`src/rtl/event_write_arbiter_pkg.sv`:
```
// Shared types for event_write_arbiter: FSM states, header magic and header word layout.
// HEADER state exists only when EVENT_WRITE_HEADER_EN is defined.
package event_write_arbiter_pkg;

    localparam logic [7:0] HEADER_MAGIC = 8'hA5;

`ifdef EVENT_WRITE_HEADER_EN
    typedef enum logic [1:0] {
        S_IDLE,
        S_HEADER,
        S_GRANT,
        S_RELEASE
    } state_t;
`else
    typedef enum logic [1:0] {
        S_IDLE,
        S_GRANT,
        S_RELEASE
    } state_t;
`endif

    typedef struct packed {
        logic [7:0]  magic;
        logic [3:0]  rsvd;
        logic [3:0]  src_id;
        logic [15:0] pad;
        logic [31:0] event_cnt;
    } header_t;

    function automatic header_t make_header(input logic [3:0] src_id, input logic [31:0] event_cnt);
        header_t h;
        h.magic     = HEADER_MAGIC;
        h.rsvd      = 4'h0;
        h.src_id    = src_id;
        h.pad       = 16'h0000;
        h.event_cnt = event_cnt;
        return h;
    endfunction

endpackage

```
`src/rtl/event_write_arbiter_rr_arbiter.sv`:
```
// Combinational round-robin picker: first set request at or after i_ptr wins.
module rr_arbiter #(
    parameter int unsigned N     = 4,
    parameter int unsigned PTR_W = 2
) (
    input  logic [N-1:0]     i_req,
    input  logic [PTR_W-1:0] i_ptr,
    output logic [N-1:0]     o_gnt,
    output logic             o_valid
);

    logic [PTR_W-1:0] w_k;

    always_comb begin
        o_gnt   = '0;
        o_valid = 1'b0;
        w_k     = '0;
        for (int unsigned i = 0; i < N; i++) begin
            w_k = PTR_W'((i + int'(i_ptr)) % N);
            if (!o_valid && i_req[w_k]) begin
                o_gnt[w_k] = 1'b1;
                o_valid    = 1'b1;
            end
        end
    end

endmodule

```
`src/rtl/event_write_arbiter.sv`:
```
// Arbitrates N_SRC event_saver sources onto one registered FIFO write port.
// Define EVENT_WRITE_HEADER_EN to prepend a header word to each granted burst.
module event_write_arbiter
    import event_write_arbiter_pkg::*;
#(
    parameter int unsigned N_SRC       = 4,
    parameter int unsigned TIMEOUT_CYC = 64
) (
    input  logic                   clk,
    input  logic                   aresetn,
    input  logic [N_SRC-1:0]       req_i,
    input  logic [N_SRC-1:0]       wr_en_i,
    input  logic [N_SRC-1:0][63:0] din_i,
    input  logic [N_SRC-1:0]       done_i,
    input  logic                   full_i,
    output logic [N_SRC-1:0]       grant_o,
    output logic                   wr_en_o,
    output logic [63:0]            din_o,
    output logic [15:0]            drop_cnt_o,
    output logic                   timeout_o
);

    localparam int unsigned PTR_W = (N_SRC > 1) ? $clog2(N_SRC) : 1;
    localparam int unsigned CNT_W = $clog2(TIMEOUT_CYC + 1);

    state_t           r_state,   w_state_nxt;
    logic [N_SRC-1:0] r_grant,   w_grant_nxt;
    logic             r_wr_en,   w_wr_en_nxt;
    logic [63:0]      r_din,     w_din_nxt;
    logic [15:0]      r_drop,    w_drop_nxt;
    logic             r_timeout, w_timeout_nxt;
    logic [CNT_W-1:0] r_cnt,     w_cnt_nxt;
    logic [PTR_W-1:0] r_src,     w_src_nxt;
    logic [PTR_W-1:0] r_rr_ptr,  w_ptr_nxt;
    logic [31:0]      r_event_cnt, w_evt_nxt;

    logic [N_SRC-1:0] w_arb_gnt;
    logic             w_arb_valid;
    logic [PTR_W-1:0] w_arb_ptr;
    logic [PTR_W-1:0] w_win_idx;
    logic [PTR_W-1:0] w_src_inc;
    logic [N_SRC-1:0] w_src_oh;

    assign w_src_inc = (r_src == PTR_W'(N_SRC - 1)) ? '0 : r_src + 1'b1;
    assign w_src_oh  = N_SRC'(1) << r_src;
    // RELEASE arbitrates with the already-advanced pointer so the grant gap is one cycle.
    assign w_arb_ptr = (r_state == S_RELEASE) ? w_src_inc : r_rr_ptr;

    rr_arbiter #(
        .N     (N_SRC),
        .PTR_W (PTR_W)
    ) u_rr_arbiter (
        .i_req   (req_i),
        .i_ptr   (w_arb_ptr),
        .o_gnt   (w_arb_gnt),
        .o_valid (w_arb_valid)
    );

    always_comb begin
        w_win_idx = '0;
        for (int unsigned i = 0; i < N_SRC; i++) begin
            if (w_arb_gnt[i]) w_win_idx = PTR_W'(i);
        end
    end

    always_comb begin
        w_state_nxt   = r_state;
        w_grant_nxt   = r_grant;
        w_wr_en_nxt   = 1'b0;
        w_din_nxt     = r_din;
        w_drop_nxt    = r_drop;
        w_timeout_nxt = 1'b0;
        w_cnt_nxt     = r_cnt;
        w_src_nxt     = r_src;
        w_ptr_nxt     = r_rr_ptr;
        w_evt_nxt     = r_event_cnt;

        case (r_state)
            S_IDLE, S_RELEASE: begin
                if (r_state == S_RELEASE) begin
                    w_grant_nxt = '0;
                    w_ptr_nxt   = w_src_inc;
                    w_evt_nxt   = r_event_cnt + 32'd1;
                    w_state_nxt = S_IDLE;
                end
                if (w_arb_valid) begin
                    w_src_nxt = w_win_idx;
                    w_cnt_nxt = '0;
`ifdef EVENT_WRITE_HEADER_EN
                    w_state_nxt = S_HEADER;
`else
                    w_state_nxt = S_GRANT;
                    w_grant_nxt = w_arb_gnt;
`endif
                end
            end
`ifdef EVENT_WRITE_HEADER_EN
            S_HEADER: begin
                if (!full_i) begin
                    w_wr_en_nxt = 1'b1;
                    w_din_nxt   = make_header(4'(r_src), r_event_cnt);
                    w_grant_nxt = w_src_oh;
                    w_cnt_nxt   = '0;
                    w_state_nxt = S_GRANT;
                end
            end
`endif
            S_GRANT: begin
                if (wr_en_i[r_src]) begin
                    if (full_i) begin
                        if (r_drop != 16'hFFFF) w_drop_nxt = r_drop + 16'd1;
                    end else begin
                        w_wr_en_nxt = 1'b1;
                        w_din_nxt   = din_i[r_src];
                    end
                end
                if (done_i[r_src]) begin
                    w_grant_nxt = '0;
                    w_state_nxt = S_RELEASE;
                end else if (r_cnt == CNT_W'(TIMEOUT_CYC - 1)) begin
                    w_grant_nxt   = '0;
                    w_timeout_nxt = 1'b1;
                    w_state_nxt   = S_RELEASE;
                end else begin
                    w_cnt_nxt = r_cnt + CNT_W'(1);
                end
            end
            default: begin
                w_grant_nxt = '0;
                w_state_nxt = S_IDLE;
            end
        endcase
    end

    always_ff @(posedge clk or negedge aresetn) begin
        if (!aresetn) begin
            r_state     <= S_IDLE;
            r_grant     <= '0;
            r_wr_en     <= 1'b0;
            r_din       <= '0;
            r_drop      <= '0;
            r_timeout   <= 1'b0;
            r_cnt       <= '0;
            r_src       <= '0;
            r_rr_ptr    <= '0;
            r_event_cnt <= '0;
        end else begin
            r_state     <= w_state_nxt;
            r_grant     <= w_grant_nxt;
            r_wr_en     <= w_wr_en_nxt;
            r_din       <= w_din_nxt;
            r_drop      <= w_drop_nxt;
            r_timeout   <= w_timeout_nxt;
            r_cnt       <= w_cnt_nxt;
            r_src       <= w_src_nxt;
            r_rr_ptr    <= w_ptr_nxt;
            r_event_cnt <= w_evt_nxt;
        end
    end

    assign grant_o    = r_grant;
    assign wr_en_o    = r_wr_en;
    assign din_o      = r_din;
    assign drop_cnt_o = r_drop;
    assign timeout_o  = r_timeout;

endmodule
```
`config.mk`:
```
export PLATFORM = sky130hd
export DESIGN_NAME = event_write_arbiter
export DESIGN_NICKNAME = d
export VERILOG_FILES = /design/src/rtl/event_write_arbiter_pkg.sv /design/src/rtl/event_write_arbiter_rr_arbiter.sv /design/src/rtl/event_write_arbiter.sv
export SDC_FILE = /design/constraint.sdc
export NUM_CORES = 1
export LEC_CHECK = 0
export CAP_MARGIN = 20
export CORE_AREA = 2 2 140 142
export CTS_BUF_LIST = sky130_fd_sc_hd__clkbuf_16
export CTS_CLUSTER_SIZE = 28
export DETAILED_ROUTE_END_ITERATION = 6
export DIE_AREA = 0 0 142 144
export HOLD_SLACK_MARGIN = 0.02
export PLACE_DENSITY = 0.75
export SETUP_SLACK_MARGIN = 0.1
export SYNTH_ARGS = -nofsm -noshare
export SYNTH_HDL_FRONTEND = slang
export SYNTH_SLANG_ARGS = --single-unit
```
`constraint.sdc`:
```
create_clock -name clk -period 1.8 [get_ports clk]
set_input_delay 0.27 -clock clk [delete_from_list [all_inputs] [get_ports clk]]
set_output_delay 0.27 -clock clk [all_outputs]
set_load 0.01 [all_outputs]
```
### Word level (Yosys, flattened, before mapping)

Cells that the tools add are included.

* add/subtract/negate cells: 6
* order comparisons: 9
* equality and inequality tests: 10
* muxes and demuxes: 55
* bitwise logic cells: 4
* reductions and logical operators: 18

Operators by type and width (count)
* 64-bit binary-select mux with 2-bit select: 1
* 64-bit two-way mux: 1
* 4-bit two-way mux: 8
* 1-bit two-way mux: 21
* 7-bit two-way mux: 3
* 16-bit by 1-bit adder with 16-bit output (second input constant): 1
* 2-bit two-way mux: 8
* 16-bit inequality test (second input constant): 1
* 2-bit by 3-bit less-than comparator with 1-bit output (second input constant): 5
* 7-bit one-hot mux with 2 select lines: 1
* 1-bit binary-select mux with 2-bit select: 6
* 4-bit OR: 3
* 1-bit demux with 2-bit select: 4
* 2-bit by 1-bit greater-or-equal comparator with 1-bit output (second input constant): 4
* 4-bit one-hot mux with 2 select lines: 1
* 4-bit AND reduction: 2
* 7-bit by 1-bit adder with 7-bit output (second input constant): 1
* 7-bit by 6-bit == test with 1-bit output (second input constant): 1
* 1-bit logical AND: 7
* 2-bit adder (first input constant): 2
* 2-bit == test (second input constant): 2
* 2-bit inequality test (second input constant): 2
* 2-bit one-hot mux with 2 select lines: 1
* 2-bit AND reduction: 2
* 12 further kinds: 14

* register bits: 99
* input bits: 271
* output and inout port bits: 86
* word-level logic and storage cells: 111

### Longest topological paths before layout

* word-level depth: 18
* mapped depth: 7

### By module

Synthesis repeated with hierarchy kept, for this count alone.

* cell total of the unflattened synthesis: 433
* area, all modules: 6050.8 µm²

By module, submodules not included
* event_write_arbiter: times used 1, cells each 371, area an instance 5556.6 µm², sequential area each 2477.4 µm²
* rr_arbiter: times used 1, cells each 62, area an instance 494.2 µm², sequential area each 0.0 µm²

### Worst setup path after synthesis

OpenSTA, ideal clock, no wires.

* kind: reg2reg
* from: register r_src[0]
* to: register r_din[0], in the netlist din_o[0]
* data arrival time: 1.771 ns
* data required time: 1.675 ns
* slack: -0.096 ns
* stages on the path, launching flop included: 6
* period minus slack after synthesis: 1.896 ns
* cell sequence: dfrtp_1 buf_6 buf_2 buf_2 mux4_2 mux2_2

* word-level cells in the longest chain between the ends: 3
* elaborated cells between the ends (all ways): 5
* classes of those cells: 4 x mux; 1 x reduce/logical

RTL lines
* start, declared: RTL line event_write_arbiter.sv:33 `logic [PTR_W-1:0] r_src, w_src_nxt;`
* start signal, assigned: RTL line event_write_arbiter.sv:155 `r_src <= w_src_nxt;`
* 1-bit binary-select mux with 2-bit select: RTL line event_write_arbiter.sv:109 `if (wr_en_i[r_src]) begin`
* 1-bit two-way mux (not written as such): RTL line event_write_arbiter.sv:109
* 3-bit AND reduction (no source line)
* end signal, assigned: RTL line event_write_arbiter.sv:151 `r_din <= w_din_nxt;`
* end, declared: RTL line event_write_arbiter.sv:29 `logic [63:0] r_din, w_din_nxt;`

Several ways; a longest one is shown, not always the timed one. The select of a mux whose other input is x is not followed.
A chain may end at the register's enable or synchronous reset.

### Worst setup path in the final report

* from: register r_src[0]
* to: register r_din[20], in the netlist din_o[20]

The elaborated chain is that of the path after synthesis.

==> reports/qor.yml <==
sta:
  fin_skew_ns: 0.00961
  report.final.slew_viol_count: 0
  worst_slack_ns: -0.105
  fmax_ghz: 0.525
  holdWs_ns: 0.411
  hold_viol_final: 0
  rsz0062_at_grt: "yes"
  fin_crit_ns: 1.91
  period_share_pct: 106
  slew_headroom_pct: 66.0
  setup_viol: 74
  worst_pin_slew_ns: 0.510
synth:
  synth_warnings: 0
  synth_seq_cells: 99
  synthMuxAreaShare_pct: 39.7
  synth_top_family_by_area: "multiplexers"
  synth-compound-area-share_pct: 3.57
  netlist_instances: 378
  yosys.area_share.xor_xnor_pct: 2.81
  ys.flop_type: "dfrtp_1"
  netlist_area_sq_um: 5610
  ys_seq_area_share_pct: 44.1
  synth_adder_area_share_pct: 0.669
  synth.distinct_cells: 42
  synth_edf_count: 0
  synthSimpleGateAreaFrac_pct: 6.17
  synthArstFlopShare_pct: 100
  synth_nets: 652
  syn_area_per_cell_sq_um: 14.9
routing:
  num_vias: 4953
  drt_wl_total_microns: 19600
  postRouteAntennaNets: 0
  drt-wirelength-per-cell_microns: 19.6
  firstDrtPassIters: 4
  drt_drc_violations_left: 0
  drt_iter0_drc: 237
  vias_per_cell: 4.95
floorplanning:
  rows: 51
  num_io_pins: 357
  die_y_microns: 144
  die_w_microns: 142
  fp.coreArea_sq_um: 19100
  start_util_pct: 29.4
  dieArea_sq_um: 20400
run_status:
  outcome: "finished, violations left"
  failed_checks: "negative setup slack"
cells_and_area:
  antenna_cells: 0
  final_net_count: 1032
  fin_util_pct: 54.0
  drive_gt1_share_pct: 26.7
  postLayoutCellArea_sq_um: 10300
  area_growth_syn_to_layout_pct: 83.7
grt:
  grt_pass1_vias: 5220
  grt_use_total_pct: 18.1
  grt_pass1_wl_microns: 28400
  grt_start_max_net_pins: 38
  grt.overflow.total: 0
  antenna_found_initial: 0
flow_run:
  maxCapViolCount: 0
clocking:
  clock_path_buffers: 2
  cts_max_level: 3
  cts_buffers: 9
  clock_sink_count: 99
  clock_latency_ns: 0.35
  cts-root-buf: "clkbuf_16"
  clkTransAtPathRegs_ns: 0.07
  cts_tree: "yes"
power:
  sw_frac_of_total_pct: 33.0
  p_int_mw: 9.33
  p_comb_share_pct: 60.5
  p_seq_share_pct: 27.1
  clkPwrFrac_pct: 12.5
  power.leakage_nw: 4.21
  irDropWorstVdd_mv: 0.584
  pwr_density_cell_nw_per_um2: 1350
  p_sw_mw: 4.60
setup_path:
  worstSetupStartpointType: "flop"
  end_kind: "flop"
  critPathMaxFanout: 15
  crit_required_ns: 2.02
  cp.arrival_ns: 2.13
  r2r_slack_ns: -0.11
  crit_type: "flop to flop"
placed_design:
  numPortBuffers: 356
  placed_area_sq_um: 9680
  hpwl_microns: 15200
  gp_congestion: 0.807
worst_hold_path:
  worstHoldPathType: "primary input to async pin"
==> sequential cells by signal, summed over array words and instances (netlist names), 2 cells and up <==
signal,count
din_o,64
drop_cnt_o,16
r_cnt,7
grant_o,4
r_rr_ptr,2
r_src,2
r_state,2
==> cell type report <==
cell class                      instances  area, sq um
Clock buffer                            9          225
Clock inverter                          7         37.5
Fill cell                            1627         8770
Inverter                               10         37.5
Multi-Input combinational cell        245         3210
Sequential cell                        99         2480
Tap cell                              238          298
Timing Repair Buffer                  393         4030
==> repair_timing <==
item                                    in CTS  in global routing
cloned                                       2                  1
resized for setup                           20                 38
pin swaps                                    9                 12
buffers inserted                             3                  1
hold endpoints to repair                    33                  0
hold buffers                                 1                  0
endpoints found under the setup margin      89                 94
==> through the flow <==
| step | setup TNS (ns) | total power [mW] | std cells | setup slack [ns] |
|---|---|---|---|---|
| after CTS | -3.67 | 13.7 | 999 | -0.0925 |
| final | -4.97 | 13.9 | 1001 | -0.105 |
| after detailed placement | -17.28 | 11.4 | 977 | -0.328 |
| after global placement | -14.75 | 11.3 | 977 | -0.241 |
| after global routing | -9.18 | 14.7 | 1001 | -0.147 |
| after floorplan | 0 | 7.95 | 378 | 0.0297 |
==> worst paths after layout <==
path	startpoint	to	cells past startpoint
max	r_src[0]$_DFFE_PN0P_	din_o[20]$_DFFE_PN0P_	4
min	aresetn	r_src[1]$_DFFE_PN0P_	2
max reg2reg	r_src[0]$_DFFE_PN0P_	din_o[20]$_DFFE_PN0P_	4
min reg2reg	grant_o[1]$_DFFE_PN0P_	grant_o[1]$_DFFE_PN0P_	1
max in group asynchronous	aresetn	din_o[19]$_DFFE_PN0P_	3
min in group clk	grant_o[1]$_DFFE_PN0P_	grant_o[1]$_DFFE_PN0P_	1
==> cell usage in the layout, fill, tap and decap left out, types with 2 or more instances in the layout <==
cell type	netlist	final
clkdlybuf4s50_1	0	354
dfrtp_1	99	96
mux4_2	66	66
mux2_2	65	33
mux2_4	0	32
buf_4	5	25
nor2_1	15	13
inv_1	10	11
xor2_1	11	11
clkbuf_16	0	10
nand2_1	13	9
nand4_1	9	9
nand3_1	8	8
xnor2_1	7	7
buf_12	0	6
nor3_1	6	4
a21oi_1	5	4
and3_1	3	3
nand2_2	0	3
o2bb2ai_1	3	3
buf_16	0	3
nand2b_1	2	2
and4_1	3	2
nor2_2	0	2
nor3_2	0	2
o211ai_1	2	2
o31ai_1	2	2
o21ai_0	2	2
a31oi_1	2	2
ha_1	3	2
clkinv_2	0	2
dfrtp_2	0	2
==> synth_stat cells, types with 3 or more instances <==
master     number  share of area [%]
inv_1          10               0.67
and3_1          3               0.33
nand3_1         8               0.71
dfrtp_1        99                 44
a21oi_1         5               0.45
xnor2_1         7                1.1
clkbuf_1        7               0.47
nor3_1          6               0.53
nand4_1         9                1.0
ha_1            3               0.67
buf_2          10               0.89
nor2_1         15                1.0
xor2_1         11                1.7
buf_4           5               0.67
nand2_1        13               0.87
mux4_2         66                 26
and4_1          3               0.47
mux2_2         65                 13
o2bb2ai_1       3               0.47
==> worst max-delay path, cell delays in order, from the launching register on <==
cell and delay, ns:
dfrtp_4 0.47, mux4_2 0.58, nand2_4 0.17, clkbuf_16 0.22
mux2_2 0.34
==> cell families (layout without fill, tap and decap cells) <==
logic type	Yosys count	in the layout
adder cells (fa/ha/maj)	3	3
XOR/XNOR	18	18
multiplexers	132	132
AO/OA/AOI/OAI	25	25
flip-flops	99	99
buffers and inverters	34	419
AND/OR/NAND/NOR	67	67
==> power groups by stage <==
stage	logic (mW)	registers (mW)	clock network [mW]
after floorplan	3.90	4.05	0
after global placement	7.59	3.72	0
after detailed placement	7.66	3.75	0
after CTS	8.16	3.74	1.81
after global routing	8.93	3.91	1.88
final	8.42	3.77	1.74
==> per-layer routing <==
layer	part of all wire (%)	global-route usage (%)
met4	1.8	6.37
met5	0	0
met3	7.9	4.14
met1	38	21.9
met2	52	31.9
Note: power is estimated with default switching activity, not from simulation.
